--- src/rtl/rr_record_stream_packer_pkg.sv ---
// Shared definitions for the record stream: channel-width table type and the
// width/offset/length helpers also used by the backend's length decode.
package rr_record_stream_packer_pkg;

    localparam int RR_CHANNEL_WIDTH_BITS = 8;
    localparam int RR_MAX_CHANNELS       = 16;

    // Zero-extended channel-width table so helpers work for any channel count.
    typedef bit [RR_MAX_CHANNELS-1:0][RR_CHANNEL_WIDTH_BITS-1:0] rr_width_tab_t;

    function automatic int rr_sum_widths(input rr_width_tab_t widths, input int cnt);
        int s;
        s = 0;
        for (int i = 0; i < RR_MAX_CHANNELS; i++)
            if (i < cnt) s += int'(widths[i]);
        return s;
    endfunction

    // Exclusive prefix sum of the widths of the flagged channels below idx.
    function automatic int rr_prefix_offset(input rr_width_tab_t widths,
                                            input logic [RR_MAX_CHANNELS-1:0] valid,
                                            input int idx);
        int s;
        s = 0;
        for (int j = 0; j < RR_MAX_CHANNELS; j++)
            if (j < idx && valid[j]) s += int'(widths[j]);
        return s;
    endfunction

    // Packed unit length: both bitmaps plus the data of the valid logb channels.
    function automatic int rr_get_len(input rr_width_tab_t widths,
                                      input logic [RR_MAX_CHANNELS-1:0] valid,
                                      input int logb_cnt,
                                      input int loge_cnt);
        return logb_cnt + loge_cnt + rr_prefix_offset(widths, valid, logb_cnt);
    endfunction

endpackage

--- src/rtl/rr_record_stream_packer_offsets.sv ---
// Combinational prefix offsets of the valid channels inside the packed unit,
// plus the total packed length. Offsets already include the bitmap header.
module rr_packer_offsets
    import rr_record_stream_packer_pkg::*;
#(
    parameter int LOGB_CHANNEL_CNT = 3,
    parameter int LOGE_CHANNEL_CNT = 2,
    parameter bit [LOGB_CHANNEL_CNT-1:0][RR_CHANNEL_WIDTH_BITS-1:0] CHANNEL_WIDTHS = {8'd32, 8'd16, 8'd8},
    parameter int OFFSET_WIDTH = 6
) (
    input  logic [LOGB_CHANNEL_CNT-1:0]                   logb_valid,
    output logic [LOGB_CHANNEL_CNT-1:0][OFFSET_WIDTH-1:0] offsets,
    output logic [OFFSET_WIDTH-1:0]                       len
);

    localparam int HDR_WIDTH = LOGB_CHANNEL_CNT + LOGE_CHANNEL_CNT;

    logic [OFFSET_WIDTH-1:0] run;

    // Running offset accumulated at OFFSET_WIDTH; the packed length never exceeds it.
    always_comb begin
        run     = OFFSET_WIDTH'(HDR_WIDTH);
        offsets = '0;
        for (int i = 0; i < LOGB_CHANNEL_CNT; i++) begin
            offsets[i] = run;
            if (logb_valid[i]) run = run + OFFSET_WIDTH'(CHANNEL_WIDTHS[i]);
        end
        len = run;
    end

endmodule

--- src/rtl/rr_record_stream_packer.sv ---
// Two-stage packer: S1 registers the sparse unit with its channel offsets,
// S2 compacts it into the packed record layout for the backend consumer.
module rr_record_stream_packer
    import rr_record_stream_packer_pkg::*;
#(
    parameter int LOGB_CHANNEL_CNT = 3,
    parameter int LOGE_CHANNEL_CNT = 2,
    parameter bit [LOGB_CHANNEL_CNT-1:0][RR_CHANNEL_WIDTH_BITS-1:0] CHANNEL_WIDTHS = {8'd32, 8'd16, 8'd8},
    localparam int DATA_WIDTH   = rr_sum_widths(rr_width_tab_t'(CHANNEL_WIDTHS), LOGB_CHANNEL_CNT),
    localparam int FULL_WIDTH   = DATA_WIDTH + LOGB_CHANNEL_CNT + LOGE_CHANNEL_CNT,
    localparam int OFFSET_WIDTH = $clog2(FULL_WIDTH + 1)
) (
    input  logic                        clk,
    input  logic                        rst,
    input  logic                        in_valid,
    output logic                        in_ready,
    input  logic [LOGB_CHANNEL_CNT-1:0] in_logb_valid,
    input  logic [LOGE_CHANNEL_CNT-1:0] in_loge_valid,
    input  logic [DATA_WIDTH-1:0]       in_logb_data,
    output logic                        out_valid,
    input  logic                        out_ready,
    output logic [FULL_WIDTH-1:0]       out_data,
    output logic [OFFSET_WIDTH-1:0]     out_len,
    output logic [31:0]                 unit_cnt,
    output logic [63:0]                 bit_cnt,
    output logic [31:0]                 drop_cnt
);

    localparam int            HDR_WIDTH = LOGB_CHANNEL_CNT + LOGE_CHANNEL_CNT;
    localparam rr_width_tab_t WTAB      = rr_width_tab_t'(CHANNEL_WIDTHS);

    logic                                         s1_v;
    logic                                         s1_empty;
    logic [LOGB_CHANNEL_CNT-1:0]                  s1_logb;
    logic [LOGE_CHANNEL_CNT-1:0]                  s1_loge;
    logic [DATA_WIDTH-1:0]                        s1_data;
    logic [LOGB_CHANNEL_CNT-1:0][OFFSET_WIDTH-1:0] s1_off;
    logic [OFFSET_WIDTH-1:0]                      s1_len;
    logic                                         s2_v;

    logic [LOGB_CHANNEL_CNT-1:0][OFFSET_WIDTH-1:0] c_off;
    logic [OFFSET_WIDTH-1:0]                      c_len;
    logic [LOGB_CHANNEL_CNT-1:0][FULL_WIDTH-1:0]  chan_ext;
    logic [FULL_WIDTH-1:0]                        pack;

    logic in_fire;
    logic in_empty;
    logic out_fire;
    logic s1_adv;
    logic s2_load;

    rr_packer_offsets #(
        .LOGB_CHANNEL_CNT (LOGB_CHANNEL_CNT),
        .LOGE_CHANNEL_CNT (LOGE_CHANNEL_CNT),
        .CHANNEL_WIDTHS   (CHANNEL_WIDTHS),
        .OFFSET_WIDTH     (OFFSET_WIDTH)
    ) u_offsets (
        .logb_valid (in_logb_valid),
        .offsets    (c_off),
        .len        (c_len)
    );

    assign in_ready  = !rst && (!s1_v || !s2_v || out_ready);
    assign in_fire   = in_valid && in_ready;
    assign in_empty  = ~|{in_loge_valid, in_logb_valid};
    assign out_fire  = s2_v && out_ready;
    // Empty units retire straight out of S1 and never take an S2 slot.
    assign s1_adv    = s1_v && (s1_empty || !s2_v || out_ready);
    assign s2_load   = s1_v && !s1_empty && (!s2_v || out_ready);
    assign out_valid = s2_v;

    // Each channel lifted from its fixed input slot, zero-extended to the packed width.
    for (genvar g = 0; g < LOGB_CHANNEL_CNT; g++) begin : g_chan
        localparam int LO = rr_prefix_offset(WTAB, {RR_MAX_CHANNELS{1'b1}}, g);
        localparam int W  = int'(WTAB[g]);
        assign chan_ext[g] = FULL_WIDTH'(s1_data[LO +: W]);
    end

    // Compaction: header bitmaps, then each valid channel OR-ed in at its offset.
    always_comb begin
        pack = '0;
        pack[HDR_WIDTH-1:0] = {s1_loge, s1_logb};
        for (int i = 0; i < LOGB_CHANNEL_CNT; i++)
            if (s1_logb[i]) pack = pack | (chan_ext[i] << s1_off[i]);
    end

    // S1: capture the sparse unit together with its offsets and length.
    always_ff @(posedge clk or posedge rst) begin
        if (rst) begin
            s1_v     <= 1'b0;
            s1_empty <= 1'b0;
            s1_logb  <= '0;
            s1_loge  <= '0;
            s1_data  <= '0;
            s1_off   <= '0;
            s1_len   <= '0;
        end else if (in_fire) begin
            s1_v     <= 1'b1;
            s1_empty <= in_empty;
            s1_logb  <= in_logb_valid;
            s1_loge  <= in_loge_valid;
            s1_data  <= in_logb_data;
            s1_off   <= c_off;
            s1_len   <= c_len;
        end else if (s1_adv) begin
            s1_v     <= 1'b0;
        end
    end

    // S2: registered packed output, held steady while the consumer stalls.
    always_ff @(posedge clk or posedge rst) begin
        if (rst) begin
            s2_v     <= 1'b0;
            out_data <= '0;
            out_len  <= '0;
        end else if (s2_load) begin
            s2_v     <= 1'b1;
            out_data <= pack;
            out_len  <= s1_len;
        end else if (out_fire) begin
            s2_v     <= 1'b0;
        end
    end

    // Statistics: handed-off units and bits, and discarded empty units.
    always_ff @(posedge clk or posedge rst) begin
        if (rst) begin
            unit_cnt <= '0;
            bit_cnt  <= '0;
            drop_cnt <= '0;
        end else begin
            if (out_fire) begin
                unit_cnt <= unit_cnt + 32'd1;
                bit_cnt  <= bit_cnt + 64'(out_len);
            end
            if (in_fire && in_empty) drop_cnt <= drop_cnt + 32'd1;
        end
    end

endmodule

--- config.mk ---
export PLATFORM = sky130hd
export DESIGN_NAME = rr_record_stream_packer
export DESIGN_NICKNAME = d
export VERILOG_FILES = /design/src/rtl/rr_record_stream_packer_pkg.sv /design/src/rtl/rr_record_stream_packer_offsets.sv /design/src/rtl/rr_record_stream_packer.sv
export SDC_FILE = /design/constraint.sdc
export NUM_CORES = 1
export LEC_CHECK = 0
export ABC_AREA = 1
export BUFFER_PORTS_ARGS = -buffer_cell sky130_fd_sc_hd__buf_2
export CAP_MARGIN = 15
export CORE_MARGIN = 2
export CORE_UTILIZATION = 35
export DETAILED_ROUTE_END_ITERATION = 8
export HOLD_SLACK_MARGIN = 0.05
export PLACE_DENSITY = 0.63
export REMOVE_ABC_BUFFERS = 1
export SLEW_MARGIN = 40
export SYNTH_ARGS = -nofsm -noshare
export SYNTH_HDL_FRONTEND = slang
export SYNTH_HIERARCHICAL = 1
export SYNTH_SLANG_ARGS = --single-unit
--- constraint.sdc ---
create_clock -name clk -period 26.8 [get_ports clk]
set_input_delay 4.02 -clock clk [delete_from_list [all_inputs] [get_ports clk]]
set_output_delay 4.02 -clock clk [all_outputs]
set_load 0.05 [all_outputs]
== Yosys cells after proc, flatten, opt, wreduce, memory -nomap -nowiden ==
Cells that the tools add are included.
Widths: inputs -> output; s select.

* Output and inout port bits: 197
* Register bits: 278

* Reductions and logical operators: 20
* Bitwise operators: 3
* Muxes and demuxes: 10
* $add $sub $neg: 5
* Shift operators: 3

{| class="wikitable"
|+ Operators by type and width
! operator !! number
|-
| $mux 61 || 3
|-
| $or 61x61->61 || 2
|-
| $add 32x1->32 const B || 2
|-
| $add 64x6->64 || 1
|-
| $or 5x61->61 || 1
|-
| $shl 16x6->61 || 1
|-
| $shl 32x6->61 || 1
|-
| $shl 8x3->61 || 1
|-
| $mux 6 || 2
|-
| $logic_and 1x1->1 || 7
|-
| $add 4x5->6 const B || 1
|-
| $add 6x6->6 const B || 1
|-
| $logic_not 1->1 || 5
|-
| $logic_or 1x1->1 || 5
|-
| $reduce_or 5->1 || 1
|-
| $mux 1 || 4
|-
| $mux 4 || 1
|-
| $reduce_bool 2->1 || 2
|}

== Depth between registers and ports, before layout ==
Gate-level depths: netlist (run 1).

* Word-level depth: 7
* Mapped depth: 15
* Gate-level depth less buffers: 14

== By module ==
The synthesis (run 1) kept the hierarchy.

{| class="wikitable"
|+ By module, submodules not included
! module !! area each (um^2) !! instances !! seq. area each (um^2) !! cells an instance
|-
| rr_record_stream_packer || 18542.8 || 1 || 7081.8 || 2640
|-
| rr_packer_offsets || 187.7 || 1 || 0.0 || 26
|}

== Worst setup path after synthesis (run 1) ==
No wires, ideal clock.

* Path type: input to register
* Start point: in rst
* End point: reg drop_cnt[28]
* Slack: 15.133 ns
* Stages on the path: 8
* Library setup time: 0.082 ns
* Data arrival time: 11.585 ns
* Path through: inv_1 nand3_4 nor2_8 nand3_4 nor2_4 nand2_2 nor3_2 xor2_1

* Word-level cells in the longest chain between the ends: 4

{| class="wikitable"
|+ Ends and longest elaborated chain
! item !! RTL line !! text
|-
| start, declared || rr_record_stream_packer.sv:14 || <nowiki>input logic rst,</nowiki>
|-
| $logic_not 1->1 (no line) || - ||
|-
| $logic_and 1x1->1 || rr_record_stream_packer.sv:63 || <nowiki>assign in_ready = !rst && (!s1_v || !s2_v || out_ready);</nowiki>
|-
| $logic_and 1x1->1 || rr_record_stream_packer.sv:64 || <nowiki>assign in_fire = in_valid && in_ready;</nowiki>
|-
| $logic_and 1x1->1 || rr_record_stream_packer.sv:136 || <nowiki>if (in_fire && in_empty) drop_cnt <= drop_cnt + 32'd1;</nowiki>
|-
| end signal, assigned || rr_record_stream_packer.sv:136 ||
|-
| end, declared || rr_record_stream_packer.sv:26 || <nowiki>output logic [31:0] drop_cnt</nowiki>
|}

No other way between the ends.
A chain may end at the register's enable or synchronous reset.

== Worst setup path in the final report (run 1) ==
* Start point: in out_ready
* End point: out in_ready

* Word-level cells in the longest chain between the ends: 2

{| class="wikitable"
|+ Ends and longest elaborated chain
! item !! RTL line !! text
|-
| start, declared || rr_record_stream_packer.sv:21 || <nowiki>input logic out_ready,</nowiki>
|-
| $logic_or 1x1->1 || rr_record_stream_packer.sv:63 ||
|-
| $logic_and 1x1->1 || rr_record_stream_packer.sv:63 ||
|-
| end, declared || rr_record_stream_packer.sv:16 || <nowiki>output logic in_ready,</nowiki>
|}

No other way between the ends.

==> results of run 1 <==
[metrics by stage]
| step | util, % | instances | total power (W) | setup slack (ns) | cell area [um^2] |
|---|---|---|---|---|---|
| floorplan | - | 2533 | 0.00101 | 12.30 | 18000 |
| global placement | 38.4 | 3494 | 0.00120 | 18.18 | 20300 |
| detailed placement | 38.5 | 3495 | 0.00121 | 18.18 | 20300 |
| CTS | 40.7 | 3560 | 0.00170 | 18.18 | 21500 |
| global route | 40.7 | 3560 | 0.00178 | 18.15 | 21500 |
| finish | 40.7 | 3560 | 0.00169 | 18.18 | 21500 |
[per-layer routing]
layer / GRT usage (%) / share of wire, % / wire length, um
met5: 0 / 0.037 / 23
met4: 7.04 / 2.7 / 1670
met3: 4.17 / 6.4 / 4040
met2: 33.6 / 44 / 27700
met1: 31.9 / 47 / 29400
[synthesized netlist by cell type (12+ instances only)]
library cell,instances
sky130_fd_sc_hd__nand3_1,490
sky130_fd_sc_hd__nor2_4,18
sky130_fd_sc_hd__clkbuf_1,43
sky130_fd_sc_hd__buf_4,33
sky130_fd_sc_hd__xnor2_1,35
sky130_fd_sc_hd__o21ai_0,66
sky130_fd_sc_hd__xor2_1,75
sky130_fd_sc_hd__nand4_1,63
sky130_fd_sc_hd__or2_2,13
sky130_fd_sc_hd__dfrtp_1,283
sky130_fd_sc_hd__inv_1,147
sky130_fd_sc_hd__nor2_2,20
sky130_fd_sc_hd__nor2_1,166
sky130_fd_sc_hd__a21oi_1,64
sky130_fd_sc_hd__inv_2,17
sky130_fd_sc_hd__nor3_1,36
sky130_fd_sc_hd__nand2_1,885
sky130_fd_sc_hd__buf_2,47
sky130_fd_sc_hd__buf_1,17
sky130_fd_sc_hd__nand2_2,18
sky130_fd_sc_hd__nor3_2,12
[logic make-up (layout without fill, tap and decap cells)]
kind of cell	count (synthesis)	in the layout	share of synthesized area, %
AND/OR/NAND/NOR	1767	1767	43.3
buffers and inverters	318	508	7.78
flip-flops	283	283	37.8
AO/OA/AOI/OAI	177	177	5.30
XOR/XNOR	110	110	5.14
adder cells (fa/ha/maj)	9	9	0.641
other	2	18	0.0401
[how the worst min path moves through the flow]
stage | startpoint | to | slack (ns) | depth (start not counted)
finish | unit_cnt[31]$_DFFE_PP0P_ | unit_cnt[31]$_DFFE_PP0P_ | 0.47 | 1
global route | drop_cnt[31]$_DFFE_PP0P_ | drop_cnt[31]$_DFFE_PP0P_ | 0.50 | 1
CTS | unit_cnt[31]$_DFFE_PP0P_ | unit_cnt[31]$_DFFE_PP0P_ | 0.47 | 1
detailed placement | unit_cnt[31]$_DFFE_PP0P_ | unit_cnt[31]$_DFFE_PP0P_ | 0.46 | 1
global placement | unit_cnt[31]$_DFFE_PP0P_ | unit_cnt[31]$_DFFE_PP0P_ | 0.46 | 1
floorplan | s1_len[0]$_DFFE_PP0P_ | out_len[0]$_DFFE_PP0P_ | 0.44 | 2
[registers in the layout (all words and copies together) (netlist names)]
register   cells
s1_len         6
bit_cnt       64
out_data      61
s1_logb        3
s1_off        18
s1_data       56
out_valid      1
s1_loge        2
s1_empty       1
unit_cnt      32
drop_cnt      32
s1_v           1
out_len        6
[area by class of cell]
cell class                 instances  area, um^2
multi-input combinational       2081       10300
sequential                       283        7080
clock buffer                      54        1040
tap                              688         861
timing repair buffer             274        1440
fill                            5631       31300
clock inverter                    11         124
inverter                         169         664
[power by group through the flow]
stage	Sequential, W	Combinational (W)	Clock (W)
6_report	0.000575	0.000631	0.000485
5_1_grt	0.000583	0.000687	0.000515
4_1_cts	0.000574	0.000627	0.000498
3_5_place_dp	0.000581	0.000625	0
3_3_place_gp	0.000581	0.000621	0
2_1_floorplan	0.000721	0.000288	0
[worst reg2reg max path: cells and delay by family, from the launching register on]
| family | cells | cell delay, ns |
|---|---|---|
| buffers and inverters | 6 | 1.74 |
| DFF | 1 | 0.38 |
| and+or+nand+nor | 4 | 0.68 |
==> reports/summary.md, run 1 <==
* **outcome** complete, no violations
* **Required @ worst endpoint** 22.78 ns
* **clock network latency to the later pin of the worst-skew pair** 0.57 ns
* **Hold/Removal Path Class** reg2reg
* **Die Y-Extent** 235 um
* **prevailing post-synth register cell** sky130_fd_sc_hd__dfrtp_1
* **proportion of register bits with asynchronous set or reset after synthesis** 100%
* **classification of the worst setup path** in2out
* **Post-Synthesis Cell Area** 18700 um^2
* **share of cells above drive strength 1** 16.2%
* **Detail Placement HPWL** 47.0 mm
* **wirelength, routed** 62.9 mm
* **critical path endpoint category** primary output
* **root cell of the clock tree** sky130_fd_sc_hd__clkbuf_16
* **pin count of the biggest net entering global routing** 125
* **worst slew slack as a fraction of its limit** 42.8%
* **buffer and inverter count on the worst path** 2
* **global-route congestion overflow total** 0
* **Die Wd** 235 um
* **critical path peak fanout** 3
* **Synthesis Warnings** 6
* **Max-cap violations** 0
* **Area Overhead vs Synth** 14.6%
* **Combinational Power Share** 37.3%
* **Reg-to-Reg End** out_data[37]$_DFFE_PP0P_
* **post-CTS resize count** 0
* **total number of clock tree sinks** 283
* **global-route total usage across every layer** 22.2%
* **slew of the pin with the lowest slew margin** 0.858 ns
* **total die area** 55400 um^2
* **initial core utilization** 35.5%
* **cell occurring most often along the worst timing path** sky130_fd_sc_hd__buf_2
* **count of mapped cells out of synthesis** 2666
* **initial DRC count** 1579
* **setup slack of the most critical reg-to-reg path** 23.89 ns
* **worst setup path start** out_ready
* **period utilisation layout** 32.2%
* **Worst setup endpoint** in_ready
* **number of port buffers** 261
* **wire length of the first global-routing pass** 98.0 mm
* **fraction of power spent switching nets** 44.9%
* **maximum cell stage delay along the critical path** 0.21 ns
* **number of buffers added by the clock tree synthesis step** 36
* **synthesized area per cell** 7.03 um^2
* **Worst Reg2Reg Path Length in Cells** 10
* **Static Leak** 10.8 nW
* **clock-pin slew of the registers on the worst-case setup and hold paths** 0.06 ns
* **largest area contributor in the synthesized netlist** sky130_fd_sc_hd__dfrtp_1
* **Via Count** 18523
* **number of setup buffers added after CTS** 0
* **Setup TNS Final** 0 ns
* **hold violation count in the final report** 0
* **maximum buffer depth of the clock tree** 3
* **sequential group share of total power** 34.0%
* **initial antenna violation count** 3
* **Layout Nets** 2919
* **diodes inserted** 0
* **worst supply voltage drop on vdd** 0.0594 mV
* **proportion of netlist area held by the largest area contributor** 37.8%
* **Seq/Total Area, Yosys** 37.8%
* **number of library cell types mapped by synthesis** 56
* **P per Cell Area** 78.8 nW/um^2
* **Internal** 0.000932 W
* **TritonCTS clock tree** yes
* **cell family contributing the most delay on the critical path** buffers and inverters
* **Fin Clk Skew** 0.0188 ns
* **DRC violation count after routing** 0
* **placeable core area** 52800 um^2
* **number of cells on the critical path** 4
* **number of global-route vias before repair** 16980
* **unrepaired setup endpoints after global routing** no
* **biggest area contributors in the synthesized netlist** sky130_fd_sc_hd__dfrtp_1, sky130_fd_sc_hd__nand2_1, sky130_fd_sc_hd__nand3_1
* **number of hold buffers added after cts** 0
* **worst path arrival time** 4.60 ns
* **power dissipated by switching net loads** 0.000759 W
* **Max stage delay cell, worst path** sky130_fd_sc_hd__buf_2
* **routed len/inst** 17.7 um
* **Final setup viols** 0
* **worst reg2reg startpoint** out_valid$_DFFE_PP0P_
* **H-tree levels** 2
* **RePlAce Congestion** 0.945
* **antenna-violating nets left** 0
* **Clk network pwr share** 28.7%
* **post-DR vias/cell** 5.20
* **fin. max-slew vios** 0
* **most frequent standard cell in the layout excluding fill and tap cells** sky130_fd_sc_hd__nand2_1
* **kind of launch point of the worst setup path** input port
* **worst hold slack** 0.465 ns
* **count of flip-flops with a built-in enable after synthesis** 0
* **cells traversed along the worst timing path** buf_2 -> nor2_1 -> a21oi_1 -> buf_2
* **first-pass detailed-route iteration total** 5
* **number of register bits inferred by synthesis** 283
* **most frequent cells in the layout** sky130_fd_sc_hd__nand2_1, sky130_fd_sc_hd__nand3_1, sky130_fd_sc_hd__dfrtp_1
* **final critical path time including I/O delays and setup** 8.62 ns
* **num ports** 262
* **upper clock frequency limit** 116 MHz
* **Rows** 84
(Power assumes the default switching activity.)
==> run 2: changes to the inputs <==
--- a/config.mk
+++ b/config.mk
@@ -12,7 +12,7 @@
 export CORE_UTILIZATION = 35
 export DETAILED_ROUTE_END_ITERATION = 8
 export HOLD_SLACK_MARGIN = 0.05
-export PLACE_DENSITY = 0.63
+export PLACE_DENSITY = 0.65
 export REMOVE_ABC_BUFFERS = 1
 export SLEW_MARGIN = 40
 export SYNTH_ARGS = -nofsm -noshare
==> constraint.sdc (replaced) <==
create_clock -name clk -period 7.81 [get_ports clk]
set_input_delay 1.1715 -clock clk [delete_from_list [all_inputs] [get_ports clk]]
set_output_delay 1.1715 -clock clk [all_outputs]
set_load 0.05 [all_outputs]
==> reports/summary.md, run 2 (synthesis results as in run 1) <==
* **upper clock frequency limit** 323 MHz
* **period utilisation layout** 39.6%
* **Static Leak** 10.8 nW, +0.17%
* **clock network latency to the later pin of the worst-skew pair** 0.57 ns, about the same
* **TritonCTS clock tree** yes
* **wirelength, routed** 63.9 mm, +1.6%
* **critical path endpoint category** register
* **number of port buffers** 261, unchanged
* **Fin Clk Skew** 0.0391 ns, +0.0204 ns
* **Rows** 84, unchanged
* **Max-cap violations** 0, unchanged
* **number of hold buffers added after cts** 0, unchanged
* **diodes inserted** 0, unchanged
* **Reg-to-Reg End** out_data[15]$_DFFE_PP0P_
* **setup slack of the most critical reg-to-reg path** 4.95 ns, -18.94 ns
* **Clk network pwr share** 29.4%, +0.7 points
* **most frequent standard cell in the layout excluding fill and tap cells** sky130_fd_sc_hd__nand2_1
* **Combinational Power Share** 37.0%, -0.3 points
* **routed len/inst** 18.0 um, +1.8%
* **antenna-violating nets left** 0, unchanged
* **min-delay src** s1_len[3]$_DFFE_PP0P_
* **Hold/Removal Path Class** reg2reg
* **total number of clock tree sinks** 283, unchanged
* **Detail Placement HPWL** 47.7 mm, +1.5%
* **worst hold slack** 0.465 ns, -0.000207 ns
* **worst path arrival time** 3.56 ns, -1.04 ns
* **Worst Hold Endpoint** out_len[3]$_DFFE_PP0P_
* **Worst Reg2Reg Path Length in Cells** 8, -2
* **power dissipated by switching net loads** 0.00263 W, +250%
* **placeable core area** 52800 um^2, unchanged
* **num ports** 262, unchanged
* **hold violation count in the final report** 0, unchanged
* **Setup TNS Final** 0 ns, unchanged
* **total die area** 55400 um^2, unchanged
* **maximum buffer depth of the clock tree** 3, unchanged
* **worst slew slack as a fraction of its limit** 44.7%, +1.9 points
* **initial DRC count** 2012, +27%
* **pin count of the biggest net entering global routing** 127, +1.6%
* **number of setup buffers added after CTS** 0, unchanged
* **post-CTS resize count** 0, unchanged
* **register name with the most flops** bit_cnt
* **Area Overhead vs Synth** 14.9%
* **clock-pin slew of the registers on the worst-case setup and hold paths** 0.06 ns, about the same
* **fin. max-slew vios** 0, unchanged
* **Layout Nets** 2917, -0.069%
* **initial core utilization** 35.5%, unchanged
* **DRC violation count after routing** 0, unchanged
* **number of global-route vias before repair** 17039, +0.35%
* **unrepaired setup endpoints after global routing** no
* **worst reg2reg startpoint** s1_logb[2]$_DFFE_PP0P_
* **number of buffers added by the clock tree synthesis step** 35, -2.8%
* **outcome** complete, no violations
* **Required @ worst endpoint** 8.28 ns, -14.50 ns
* **H-tree levels** 2, unchanged
* **final critical path time including I/O delays and setup** 3.09 ns
* **hold path cells** 2, +1
* **Final setup viols** 0, unchanged
* **registers with the most flip-flops** bit_cnt: 64 flops, out_data: 61 flops, s1_data: 56 flops
* **P per Cell Area** 274 nW/um^2, +250%
* **initial antenna violation count** 1, -2
* **root cell of the clock tree** sky130_fd_sc_hd__clkbuf_16
* **Die Wd** 235 um, unchanged
* **classification of the worst setup path** in2reg
* **fraction of power spent switching nets** 44.6%, -0.29 points
* **Largest register FFs** 64, unchanged
* **Die Y-Extent** 235 um, unchanged
* **wire length of the first global-routing pass** 99.4 mm, +1.4%
* **first-pass detailed-route iteration total** 6, +1
* **worst supply voltage drop on vdd** 0.217 mV, +270%
* **global-route total usage across every layer** 22.5%, +0.32 points
* **post-DR vias/cell** 5.25, +0.82%
* **critical path peak fanout** 77, +74
* **sequential group share of total power** 33.6%, -0.4 points
* **share of cells above drive strength 1** 16.4%, +0.17 points
* **Via Count** 18644, +0.65%
* **slew of the pin with the lowest slew margin** 0.830 ns, -0.0285 ns
* **global-route congestion overflow total** 0, unchanged
* **most frequent cells in the layout** sky130_fd_sc_hd__nand2_1, sky130_fd_sc_hd__nand3_1, sky130_fd_sc_hd__dfrtp_1
* **RePlAce Congestion** 0.946, +0.17%
* **Internal** 0.00326 W, +250%
* **kind of launch point of the worst setup path** input port
run 2: routing by layer:
metal,wire length (um),global-route usage [%],vias to the layer above
li1,-,-,9065
met1,29200,32.0,8728
met2,28200,34.6,734
met3,4540,3.82,115
met4,1920,7.55,2
met5,12,0,-
run 2: stage by stage:
step,total power (W),area [um^2],setup WS [ns],instances,util [%]
after floorplan,0.00347,18000,-3.84,2533,-
after global placement,0.00414,20300,4.14,3493,38.4
after detailed placement,0.00415,20300,4.18,3494,38.5
after CTS,0.00591,21500,4.78,3554,40.8
after global routing,0.00620,21500,4.59,3554,40.8
final,0.00589,21500,4.72,3554,40.8
run 2: critical path: stages:
cell	delay, ns
sky130_fd_sc_hd__buf_2	0.10
sky130_fd_sc_hd__nor2_1	0.24
sky130_fd_sc_hd__inv_1	0.09
sky130_fd_sc_hd__nand2_1	0.06
sky130_fd_sc_hd__buf_4	0.28
sky130_fd_sc_hd__clkinv_2	0.49
sky130_fd_sc_hd__buf_4	0.51
sky130_fd_sc_hd__or2_2	0.40
sky130_fd_sc_hd__nand2_1	0.08
sky130_fd_sc_hd__inv_1	0.04
run 2: area by class of cell:
type	count	area, um^2
Tap cell	688	861
Sequential cell	283	7090
Inverter	169	664
Clock buffer	45	983
Multi-Input combinational cell	2081	10300
Clock inverter	15	229
Timing Repair Buffer	273	1430
Fill cell	5615	31200
run 2: power groups by stage:
| stage | registers, W | clock network (W) | logic, W |
|---|---|---|---|
| finish | 0.00198 | 0.00173 | 0.00218 |
| global placement | 0.00200 | 0 | 0.00214 |
| global route | 0.00200 | 0.00183 | 0.00237 |
| detailed placement | 0.00200 | 0 | 0.00215 |
| CTS | 0.00198 | 0.00177 | 0.00216 |
| floorplan | 0.00248 | 0 | 0.000990 |
run 2: worst max path at each step:
stage,from,endpoint,cells past startpoint
CTS,out_ready,in_ready,4
detailed placement,out_ready,out_data[25]$_DFFE_PP0P_,10
finish,out_ready,out_data[25]$_DFFE_PP0P_,10
global placement,rst,s1_data[54]$_DFFE_PP0P_,6
floorplan,rst,s1_data[54]$_DFFE_PP0P_,4
global route,out_ready,out_data[43]$_DFFE_PP0P_,10
